File: src/rtl/sio_macro_seq_ctrl_pkg.sv
`default_nettype none
// ============================================================================
// sio_macro_seq_pkg : state encoding and reference-config record | rev 1.0
// ============================================================================
package sio_macro_seq_pkg;

  typedef enum logic [2:0] {
    ST_OFF    = 3'd0,
    ST_PWRUP  = 3'd1,
    ST_SETTLE = 3'd2,
    ST_ACTIVE = 3'd3,
    ST_HOLD   = 3'd4,
    ST_SLEEP  = 3'd5
  } state_e;

  typedef struct packed {
    logic [2:0] voh_sel;
    logic [1:0] vref_sel;
    logic       vreg_en;
    logic       vtrip_sel;
  } cfg_t;

endpackage
`default_nettype wire

File: src/rtl/sio_macro_seq_ctrl_if.sv
`default_nettype none
// ============================================================================
// sio_macro_seq_ctrl_if : reference-config valid/ready channel | rev 1.0
// ============================================================================
import sio_macro_seq_pkg::*;

interface sio_macro_seq_ctrl_if;
  logic cfg_valid;
  logic cfg_ready;
  cfg_t cfg;

  modport master (output cfg_valid, output cfg, input cfg_ready);
  modport slave  (input cfg_valid, input cfg, output cfg_ready);
endinterface
`default_nettype wire

File: src/rtl/sio_macro_seq_ctrl_timer.sv
`default_nettype none
// ============================================================================
// sio_macro_seq_timer : loadable down-counter, saturates at zero | rev 1.0
// ============================================================================
module sio_macro_seq_timer #(
  parameter int CNT_W = 8
) (
  input  logic             clk,
  input  logic             rst,
  input  logic             i_load,
  input  logic [CNT_W-1:0] i_load_val,
  output logic             o_zero
);

  logic [CNT_W-1:0] r_cnt;

  always_ff @(posedge clk or posedge rst) begin
    if (rst) begin
      r_cnt <= '0;
    end else if (i_load) begin
      r_cnt <= i_load_val;
    end else if (r_cnt != '0) begin
      r_cnt <= r_cnt - CNT_W'(1);
    end
  end

  assign o_zero = (r_cnt == '0);

endmodule
`default_nettype wire

File: src/rtl/sio_macro_seq_ctrl.sv
`default_nettype none
// ============================================================================
// sio_macro_seq_ctrl : power-up, hold and refgen sequencer for one SIO macro | rev 1.0
// ============================================================================
import sio_macro_seq_pkg::*;

module sio_macro_seq_ctrl #(
  parameter int PWRUP_CYCLES      = 64,
  parameter int SETTLE_CYCLES     = 32,
  parameter int HOLD_SETUP_CYCLES = 2,
  parameter int CNT_W             = 8
) (
  input  logic                  clk,
  input  logic                  rst,
  input  logic                  i_en,
  input  logic                  i_sleep_req,
  sio_macro_seq_ctrl_if.slave   cfg_if,
  output logic                  o_enable_h,
  output logic                  o_enable_vdda_h,
  output logic [2:0]            o_voh_sel,
  output logic [1:0]            o_vref_sel,
  output logic                  o_vreg_en_refgen,
  output logic                  o_vtrip_sel_refgen,
  output logic                  o_hld_h_n_refgen,
  output logic [1:0]            o_hld_h_n,
  output logic                  o_ready,
  output logic [2:0]            o_state
);

  localparam longint c_CNT_MAX = longint'(1) << CNT_W;

  if (PWRUP_CYCLES < 1 || SETTLE_CYCLES < 1 || HOLD_SETUP_CYCLES < 1 ||
      PWRUP_CYCLES > c_CNT_MAX || SETTLE_CYCLES > c_CNT_MAX ||
      HOLD_SETUP_CYCLES > c_CNT_MAX) begin : g_bad_params
    $error("sio_macro_seq_ctrl: cycle parameter out of range for CNT_W");
  end

  localparam logic [CNT_W-1:0] c_PWRUP_LD  = CNT_W'(PWRUP_CYCLES - 1);
  localparam logic [CNT_W-1:0] c_SETTLE_LD = CNT_W'(SETTLE_CYCLES - 1);
  localparam logic [CNT_W-1:0] c_HOLD_LD   = CNT_W'(HOLD_SETUP_CYCLES - 1);

  state_e           r_state;
  state_e           w_state_nxt;
  cfg_t             r_shadow;
  cfg_t             r_pending;
  logic             r_enable;
  logic             r_active;
  logic             w_load;
  logic [CNT_W-1:0] w_load_val;
  logic             w_zero;
  logic             w_cfg_ready;
  logic             w_accept;
  logic             w_commit;

  sio_macro_seq_timer #(
    .CNT_W (CNT_W)
  ) u_timer (
    .clk        (clk),
    .rst        (rst),
    .i_load     (w_load),
    .i_load_val (w_load_val),
    .o_zero     (w_zero)
  );

  assign w_cfg_ready      = (r_state == ST_ACTIVE) && !i_sleep_req;
  assign cfg_if.cfg_ready = w_cfg_ready;

  // EN low overrides every transition, including an in-flight handshake.
  always_comb begin
    w_state_nxt = r_state;
    w_load      = 1'b0;
    w_load_val  = '0;
    w_accept    = 1'b0;
    w_commit    = 1'b0;
    if (!i_en) begin
      w_state_nxt = ST_OFF;
    end else begin
      case (r_state)
        ST_OFF: begin
          w_state_nxt = ST_PWRUP;
          w_load      = 1'b1;
          w_load_val  = c_PWRUP_LD;
        end
        ST_PWRUP: begin
          if (w_zero) begin
            w_state_nxt = ST_SETTLE;
            w_load      = 1'b1;
            w_load_val  = c_SETTLE_LD;
          end
        end
        ST_SETTLE: begin
          if (w_zero) begin
            w_state_nxt = ST_ACTIVE;
          end
        end
        ST_ACTIVE: begin
          if (i_sleep_req) begin
            w_state_nxt = ST_SLEEP;
          end else if (cfg_if.cfg_valid) begin
            w_state_nxt = ST_HOLD;
            w_accept    = 1'b1;
            w_load      = 1'b1;
            w_load_val  = c_HOLD_LD;
          end
        end
        ST_HOLD: begin
          if (w_zero) begin
            w_state_nxt = ST_SETTLE;
            w_commit    = 1'b1;
            w_load      = 1'b1;
            w_load_val  = c_SETTLE_LD;
          end
        end
        ST_SLEEP: begin
          if (!i_sleep_req) begin
            w_state_nxt = ST_SETTLE;
            w_load      = 1'b1;
            w_load_val  = c_SETTLE_LD;
          end
        end
        default: w_state_nxt = ST_OFF;
      endcase
    end
  end

  // Outputs are registered from the next state so they line up with STATE.
  always_ff @(posedge clk or posedge rst) begin
    if (rst) begin
      r_state   <= ST_OFF;
      r_shadow  <= '0;
      r_pending <= '0;
      r_enable  <= 1'b0;
      r_active  <= 1'b0;
    end else begin
      r_state  <= w_state_nxt;
      r_enable <= (w_state_nxt != ST_OFF);
      r_active <= (w_state_nxt == ST_ACTIVE);
      if (w_state_nxt == ST_OFF) begin
        r_pending <= '0;
      end else if (w_accept) begin
        r_pending <= cfg_if.cfg;
      end
      if (w_commit) begin
        r_shadow <= r_pending;
      end
    end
  end

  assign o_enable_h         = r_enable;
  assign o_enable_vdda_h    = r_enable;
  assign o_voh_sel          = r_shadow.voh_sel;
  assign o_vref_sel         = r_shadow.vref_sel;
  assign o_vreg_en_refgen   = r_shadow.vreg_en;
  assign o_vtrip_sel_refgen = r_shadow.vtrip_sel;
  assign o_hld_h_n_refgen   = r_active;
  assign o_hld_h_n          = {2{r_active}};
  assign o_ready            = r_active;
  assign o_state            = r_state;

endmodule
`default_nettype wire

File: src/flat_wrapper.sv
// flat-port wrapper written by rule: the top's interface ports become plain ports
module sio_macro_seq_ctrl_flat 
#(
  parameter int PWRUP_CYCLES      = 64,
  parameter int SETTLE_CYCLES     = 32,
  parameter int HOLD_SETUP_CYCLES = 2,
  parameter int CNT_W             = 8
)
  (clk, rst, i_en, i_sleep_req, o_enable_h, o_enable_vdda_h, o_voh_sel, o_vref_sel, o_vreg_en_refgen, o_vtrip_sel_refgen, o_hld_h_n_refgen, o_hld_h_n, o_ready, o_state, cfg_if_cfg_valid, cfg_if_cfg, cfg_if_cfg_ready);
  sio_macro_seq_ctrl_if cfg_if_i ();
  input  logic clk;
  input  logic rst;
  input  logic i_en;
  input  logic i_sleep_req;
  output logic o_enable_h;
  output logic o_enable_vdda_h;
  output logic [2:0] o_voh_sel;
  output logic [1:0] o_vref_sel;
  output logic o_vreg_en_refgen;
  output logic o_vtrip_sel_refgen;
  output logic o_hld_h_n_refgen;
  output logic [1:0] o_hld_h_n;
  output logic o_ready;
  output logic [2:0] o_state;
  input wire logic [$bits(cfg_if_i.cfg_valid)-1:0] cfg_if_cfg_valid;
  input wire logic [$bits(cfg_if_i.cfg)-1:0] cfg_if_cfg;
  output wire logic [$bits(cfg_if_i.cfg_ready)-1:0] cfg_if_cfg_ready;
  assign cfg_if_i.cfg_valid = cfg_if_cfg_valid;
  assign cfg_if_i.cfg = cfg_if_cfg;
  assign cfg_if_cfg_ready = cfg_if_i.cfg_ready;
  sio_macro_seq_ctrl #(.PWRUP_CYCLES(PWRUP_CYCLES), .SETTLE_CYCLES(SETTLE_CYCLES), .HOLD_SETUP_CYCLES(HOLD_SETUP_CYCLES), .CNT_W(CNT_W)) u_core (.clk(clk), .rst(rst), .i_en(i_en), .i_sleep_req(i_sleep_req), .cfg_if(cfg_if_i), .o_enable_h(o_enable_h), .o_enable_vdda_h(o_enable_vdda_h), .o_voh_sel(o_voh_sel), .o_vref_sel(o_vref_sel), .o_vreg_en_refgen(o_vreg_en_refgen), .o_vtrip_sel_refgen(o_vtrip_sel_refgen), .o_hld_h_n_refgen(o_hld_h_n_refgen), .o_hld_h_n(o_hld_h_n), .o_ready(o_ready), .o_state(o_state));
endmodule
File: config.mk
export PLATFORM = sky130hd
export DESIGN_NAME = sio_macro_seq_ctrl_flat
export DESIGN_NICKNAME = d
export VERILOG_FILES = /design/src/rtl/sio_macro_seq_ctrl_pkg.sv /design/src/rtl/sio_macro_seq_ctrl_if.sv /design/src/rtl/sio_macro_seq_ctrl_timer.sv /design/src/rtl/sio_macro_seq_ctrl.sv /design/src/flat_wrapper.sv
export SDC_FILE = /design/constraint.sdc
export NUM_CORES = 1
export LEC_CHECK = 0
export CAP_MARGIN = 20
export CORE_MARGIN = 4
export CORE_UTILIZATION = 50
export CTS_CLUSTER_SIZE = 8
export DETAILED_ROUTE_END_ITERATION = 8
export PLACE_DENSITY = 0.76
export SYNTH_ARGS = -nofsm -noshare
export SYNTH_HDL_FRONTEND = slang
export SYNTH_SLANG_ARGS = --single-unit
File: constraint.sdc
create_clock -name clk -period 3.2 [get_ports clk]
set_input_delay 0.32 -clock clk [delete_from_list [all_inputs] [get_ports clk]]
set_output_delay 0.32 -clock clk [all_outputs]
set_load 0.02 [all_outputs]
# After elaboration in Yosys (flattened, before gate mapping)
# Cells that the tools add are included.
# word_totals
in_bits	12
word_cells	56
reg_bits	27
output_inout_bits	17
# classes
n_reduce_logical	10
muxes	27
n_eq_ne	6
add_sub_neg	1
# op_table
cell	count
$mux W8	4
$pmux W8 S4	1
$mux W3	6
$pmux W3 S5	1
$mux W7	2
$mux W1	10
$mux W5	2
$eq A3 B2 Y1 const B	3
$logic_not A8 Y1	1
$reduce_bool A8 Y1	1
$sub A8 B1 Y8 const B	1
$eq A3 B3 Y1 const B	2
$logic_not A3 Y1	2
$pmux W1 S4	1
$reduce_bool A2 Y1	2
$eq A3 B1 Y1 const B	1
$reduce_bool A3 Y1	1
$reduce_or A2 Y1	1
$logic_and A1 B1 Y1	1
$logic_not A1 Y1	1

# Depth between registers and ports, before layout
# Gate-level depths: netlist of the first run.
# depth
word_depth	6
depth_mapped	7
ltp_nobuf	6

# By module
# A second synthesis of the first run with hierarchy kept.
# hier_totals
hier_cells	148
hier_area_um2	1471.4
# by_module_without_submodules
mod	area_per_inst_um2	instances	cells_per_inst
sio_macro_seq_ctrl	974.7	1	92
sio_macro_seq_timer	496.7	1	56

# Least setup slack after synthesis of the first run
# OpenSTA, ideal clock, no wires.
# synth_timing
path_kind	register -> register
start	reg u_core.r_state[2], in the netlist u_core.o_state[2]
end	reg u_core.u_timer.r_cnt[5]
slack_ps	552
required_time_ps	3075
path_buffers	1
path_stages_with_launch	6
arrival_ps	2523
setup_ps	125
cell_sequence	dfrtp_1 > clkbuf_1 > nor4bb_1 > a211oi_1 > a221oi_4 > mux2_4
# synth_via
elab_chain_cells	5
# synth_lines
item	line	rtl
start: declaration	sio_macro_seq_ctrl.sv:42	state_e r_state;
start signal: assignment	sio_macro_seq_ctrl.sv:135	r_state <= w_state_nxt;
$eq A3 B1 Y1 / $eq A3 B3 Y1 (equally long branches)	sio_macro_seq_ctrl.sv:78	case (r_state)
$reduce_or A2 Y1 (no source line)	-	
$pmux W8 S4 / $pmux W1 S4 (equally long branches)	sio_macro_seq_ctrl.sv:78	
$mux W8 / $mux W1 (equally long branches)	sio_macro_seq_ctrl.sv:75	if (!i_en) begin
$mux W8 / $reduce_bool A2 Y1 (equally long branches)	-	
end signal: assignment	sio_macro_seq_ctrl_timer.sv:21	r_cnt <= i_load_val;
end signal: assignment	sio_macro_seq_ctrl_timer.sv:23	r_cnt <= r_cnt - CNT_W'(1);
end: declaration	sio_macro_seq_ctrl_timer.sv:15	logic [CNT_W-1:0] r_cnt;
# Parallel ways exist; a longest one is shown, timed or not.
# A chain may end at the register's enable or synchronous reset.

# Worst setup path after layout of the first run
# layout_timing
start	reg u_core.u_timer.r_cnt[0]
end	reg u_core.u_timer.r_cnt[5]
# layout_via
elab_chain_cells	5
# layout_lines
item
branches (longest 5 deep; another with $sub A8 B1 Y8)
# Parallel ways; which one is timed is not known. The select of a mux whose other input is x is not followed.

==> results of run 1 <==
[power by group through the flow]
stage / Clock (mW) / Sequential (mW) / Combinational, mW
after floorplan: 0 / 0.425 / 0.152
after global placement: 0 / 0.433 / 0.201
after detailed placement: 0 / 0.437 / 0.207
after CTS: 0.156 / 0.429 / 0.208
after global routing: 0.170 / 0.438 / 0.236
final: 0.149 / 0.431 / 0.211
[cell usage in the layout (no fill, tap or decap), drive strengths merged, types with 3 or more instances in the layout]
cell / n
clkbuf: 3
clkdlybuf4s50: 28
mux2: 8
mux2i: 8
or4: 5
dfrtp: 27
nor2: 15
nand2b: 3
o21ai: 7
a21oi: 6
inv: 7
nand2: 7
a31oi: 3
[metrics by stage]
| step | cell area, sq um | power [mW] | setup WS (ps) |
|---|---|---|---|
| after CTS | 1710 | 0.793 | 713 |
| after global placement | 1680 | 0.634 | 799 |
| after detailed placement | 1680 | 0.643 | 737 |
| after floorplan | 1420 | 0.577 | 552 |
| final | 1740 | 0.791 | 710 |
| after global routing | 1740 | 0.844 | 573 |
[path summary, 6_finish.rpt]
kind | from | to | slack, ps | depth (start not counted)
worst max-delay path | u_core.u_timer.r_cnt[0] | u_core.u_timer.r_cnt[5] | 710 | 6
worst min register to register | u_core.o_voh_sel[0] | u_core.o_voh_sel[0] | 510 | 1
worst max register to register | u_core.u_timer.r_cnt[0] | u_core.u_timer.r_cnt[5] | 710 | 6
max in group asynchronous | rst | u_core.r_pending[1] | 2670 | 3
worst min-delay path | rst | u_core.r_pending[2] | 170 | 2
min in group clk | u_core.o_voh_sel[0] | u_core.o_voh_sel[0] | 510 | 1
[state kept, by name (all words and copies together) (netlist names)]
name and flops:
u_core.u_timer.r_cnt 8, u_core.r_pending 7, u_core.o_state 3, u_core.o_voh_sel 3
u_core.o_vref_sel 2, u_core.o_enable_h 1, u_core.o_hld_h_n_refgen 1, u_core.o_vreg_en_refgen 1
u_core.o_vtrip_sel_refgen 1
[cell families (layout without fill, tap and decap cells)]
family                   Yosys count  in the layout
AO/OA/AOI/OAI                     25             25
XOR/XNOR                           4              4
flip-flops                        27             27
buffers and inverters             17             40
adder cells (fa/ha/maj)            2              2
AND/OR/NAND/NOR                   45             45
multiplexers                      16             16
[worst max-delay path: cells and delay by family (launching register included)]
kind                     cells  cell delay, ps
flip-flops                   1             450
AO/OA/AOI/OAI                1             320
buffers and inverters        1             100
adder cells (fa/ha/maj)      1             200
AND/OR/NAND/NOR              2            1000
multiplexers                 1             330
[layout make-up]
class | instances | area [sq um]
inverter | 7 | 26.3
tap | 31 | 38.8
fill | 230 | 995
clock buffer | 3 | 22.5
multi-input combinational | 92 | 663
timing repair buffer | 29 | 308
sequential | 27 | 676
clock inverter | 1 | 5.00
[layer usage]
layer / global-route usage [%] / up-vias / wire, um
met4: 9.29 / 0 / 58
met5: 0 / - / 0
li1: - / 526 / -
met3: 2.94 / 6 / 131
met2: 26.3 / 32 / 1490
met1: 24.1 / 532 / 1340
==> results.ini, run 1 <==
[floorplanning]
initial_utilization_pct=51.9
die_width_um=61.2
die_y_um=61.2
rows=19
ios=29
core_area_sq_um=2730
dieArea_sq_um=3750

[finish]
drive_gt1_share_pct=6.29
finalNonFillerCells=190
final_nets=174
fin_util_pct=63.6
syn2layout_area_growth_pct=22.7
diodes=0

[run_status]
status=complete, no violations

[sta]
relSlewSlack_pct=43.1
setup_viol=0
fin_tns_setup_ps=0
max_freq_mhz=402
min_period_ps=2490
slew_violations=0
rsz0062_at_grt=no
hold_violations=0
whs_ps=169
clock-skew-final_ps=8.87
worst_pin_slew_ps=849
min_period_over_period_pct=77.8

[clock_tree]
clock-sinks=27
post_cts_resized=0
path_clk_slew_ps=140
cts_buffer_depth=2
cts-root-buf=clkbuf_4
htree_num_levels=1
cts_hold_buf=0
cts_buffers=3
cts_tree=done
cts_setup_buffers=0
clock_latency_ps=330

[place]
dpl.hpwl_um=2260
dp.cells=185
placement.io_buffers=28
gp_congestion=0.907

[synth]
netlist_instances=136
ys_warn_count=0
synthFlopType=dfrtp_1
synth-edff-count=0
synth_area_sq_um=1420
async_reset_ff_share_pct=100
yosysUniqueCellTypes=34
synth_seq_cells=27
syn_nets=150
yosysSeqAreaShare_pct=47.7
synth_xor_area_share_pct=2.47
synthMuxAreaShare_pct=12.3
synth_most_common_cell=dfrtp_1
synth_compound_area_share_pct=12.4
synth_area_leaders=dfrtp_1 (48%), mux2i_1 (5.6%), mux2_1 (5.6%)
yosysTopAreaCell=dfrtp_1
synth_top_area_share_pct=47.7
synth_top_family_by_area=simple AND/OR/NAND/NOR gates
ys_top_cells_by_count=dfrtp_1 (27), nor2_1 (15), mux2i_1 (8)
synthSimpleGateAreaFrac_pct=17.8
avgSynthCellArea_sq_um=10.4
synthAdderAreaFrac_pct=1.77

[routing]
vias=1096
wirelength_um=3020
viasPerCell=5.77
ant_nets=0
dr.first_iter.drc_count=40
dr.pass1.iters=4
remaining_drc_errors=0
routedWlPerCell_um=15.9

[critical_path]
cp_slowest_cell=or4_4
required_ps=3430
critPathKind=register to register
crit_path_cell_trace=inv_1, ha_1, or3b_2, or4_4, a221oi_4, mux2_4
cp.arrival_ps=2720
critPathMaxStageDelay_ps=530
worst_setup_path_start_kind=register
end_kind=register
path_max_fanout=5

[pwr]
comb_power_share_pct=26.7
p_sw_uw=261
power.share.clock_pct=18.8
intPower_uw=530
ir_drop_mv=0.308
powerDensity_nw_per_um2=455
seqPwrFrac_pct=54.5
swShare_pct=33.0
p_leak_nw=0.744

[global_routing]
grt_pass1_wl_um=4730
track_usage_pct=17.5
antenna_found_initial=0
grt_overflow=0
grt_max_degree=28
grt_pass1_vias=1035

[hold_path]
hold_class=input port to asynchronous set/reset pin

[job]
max-cap-violations=0

Power figures use the tool's default switching activity.
==> inputs of run 2 (changes only) <==
Settings changed: CORE_UTILIZATION 50 to 45, PLACE_DENSITY 0.76 to 0.72.
Clock period 3.2 ns to 2.2 ns, I/O delays scaled along.
==> results.ini, run 2 (synthesized netlist as in run 1, its figures left out) <==
[job]
max-cap-violations=0

[floorplanning]
ios=29
die_y_um=64.1
die_width_um=64.1
core_area_sq_um=3030
dieArea_sq_um=4110
rows=20
initial_utilization_pct=46.8

[global_routing]
track_usage_pct=16.9
grt_max_degree=28
grt_overflow=0
grt_pass1_wl_um=5620
grtUsageMet2_pct=29.2
busiest_layer=met2
use_met1_pct=22.1
grt_pass1_vias=1216
use_met3_pct=3.69
antenna_found_initial=0

[routing]
remaining_drc_errors=0
dr.first_iter.drc_count=64
routedWlPerCell_um=14.2
vias=1194
viasPerCell=5.31
wirelength_um=3200
dr.pass1.iters=4
ant_nets=0

[clock_tree]
htree_num_levels=1
cts_tree=done
cts_hold_buf=0
cts-root-buf=clkbuf_4
cts_buffer_depth=2
clock_latency_ps=330
cts_buffers=3
clock-sinks=27
path_clk_slew_ps=150

[pwr]
comb_power_share_pct=38.3
powerDensity_nw_per_um2=669
p_total_mw=1.32
intPower_uw=901
p_leak_nw=0.853
swShare_pct=31.7
p_sw_uw=419
seqPwrFrac_pct=45.3
ir_drop_mv=0.433
power.share.clock_pct=16.5

[critical_path]
crit_path_cell_trace=inv_2, ha_4, or3b_4, or4_4, a221oi_4, mux2_4
cp.arrival_ps=2470
cp_slowest_cell=or4_4
critPathKind=register to register
end_kind=register
required_ps=2440
worst_setup_path_start_kind=register
critPathMaxStageDelay_ps=520
path_max_fanout=2

[finish]
syn2layout_area_growth_pct=39.3
mostFrequentLayoutCells=clkdlybuf4s50_1 (28), dfrtp_1 (26), buf_4 (20)
finalNonFillerCells=225
final_nets=196
stdcell_area_sq_um=1970
reg.largest.list=u_core.u_timer.r_cnt: 8 flops, u_core.r_pending: 7 flops
diodes=0
mostFrequentLayoutCell=clkdlybuf4s50_1
drive_gt1_share_pct=23.8
largest_register_ffs=8
top_register=u_core.u_timer.r_cnt
n_fill_cell=232

[sta]
slew_violations=0
setup_ws_ps=-36.1
max_freq_mhz=447
clock-skew-final_ps=9.87
hold_violations=0
rsz0062_at_grt=yes
min_period_over_period_pct=102
relSlewSlack_pct=67.3
setup_viol=4
min_period_ps=2240
worst_pin_slew_ps=488

[place]
placed_area_sq_um=1880
gp_congestion=0.825
dp.cells=219
dpl.hpwl_um=2400
placement.io_buffers=28
pre_cts_ws_ps=-73.7

[run_status]
failed_checks=negative setup slack
status=finished with violations

[hold_path]
hold_class=input port to asynchronous set/reset pin

## run 2: final timing paths
check                                         from                      end  slack, ps  cells after the start
max                        u_core.u_timer.r_cnt[1]  u_core.u_timer.r_cnt[5]        -40                      6
min                                            rst        u_core.o_state[1]        220                      3
max reg2reg                u_core.u_timer.r_cnt[1]  u_core.u_timer.r_cnt[5]        -40                      6
min reg2reg                    u_core.r_pending[3]     u_core.o_vref_sel[1]        510                      1
max in group asynchronous                      rst        u_core.o_state[0]       1700                      3
min in group clk                     cfg_if_cfg[1]      u_core.r_pending[1]        480                      3
## run 2: cell type report
type                       instances  area (sq um)  share of cell area (%)
multi-input combinational         92           726                    36.8
clock buffer                       4          26.3                    1.33
tap                               44          55.1                    2.79
sequential                        27           677                    34.3
inverter                           7          26.3                    1.33
timing repair buffer              51           464                    23.5
## run 2: timing repair
action,in CTS,in global routing
setup buffers,1,1
endpoints found under the setup margin,7,15
resized for setup,7,8
pin swaps,7,2
## run 2: through the flow
stage | setup TNS [ps] | util [%] | hold slack (ps)
after global routing | -736 | 65.2 | 247
final | -99.4 | 65.2 | 222
after global placement | -84.5 | 62.0 | 468
after floorplan | -120 | - | 273
after detailed placement | -329 | 62.0 | 480
after CTS | -158 | 63.9 | 245
## run 2: power groups by stage
stage               Sequential (mW)  Combinational, mW  Clock (mW)
finish                        0.598              0.505       0.218
detailed placement            0.601              0.457           0
floorplan                     0.619              0.229           0
global route                  0.608              0.564       0.244
CTS                           0.597              0.486       0.219
global placement              0.599              0.443           0
## run 2: layer usage
| metal | routed length, um | up-vias | part of all wire, % |
|---|---|---|---|
| met2 | 1650 | 27 | 52 |
| met3 | 128 | 4 | 4.0 |
| met5 | 0 | - | 0 |
| li1 | - | 570 | - |
| met4 | 30 | 0 | 0.94 |
| met1 | 1390 | 593 | 43 |
## run 2: worst max-delay path, delay by kind of cell, from the launching register on
family | cells | cell delay, ps
buffers and inverters | 1 | 80
AO/OA/AOI/OAI | 1 | 310
adder cells (fa/ha/maj) | 1 | 120
AND/OR/NAND/NOR | 2 | 890
flip-flops | 1 | 420
multiplexers | 1 | 320
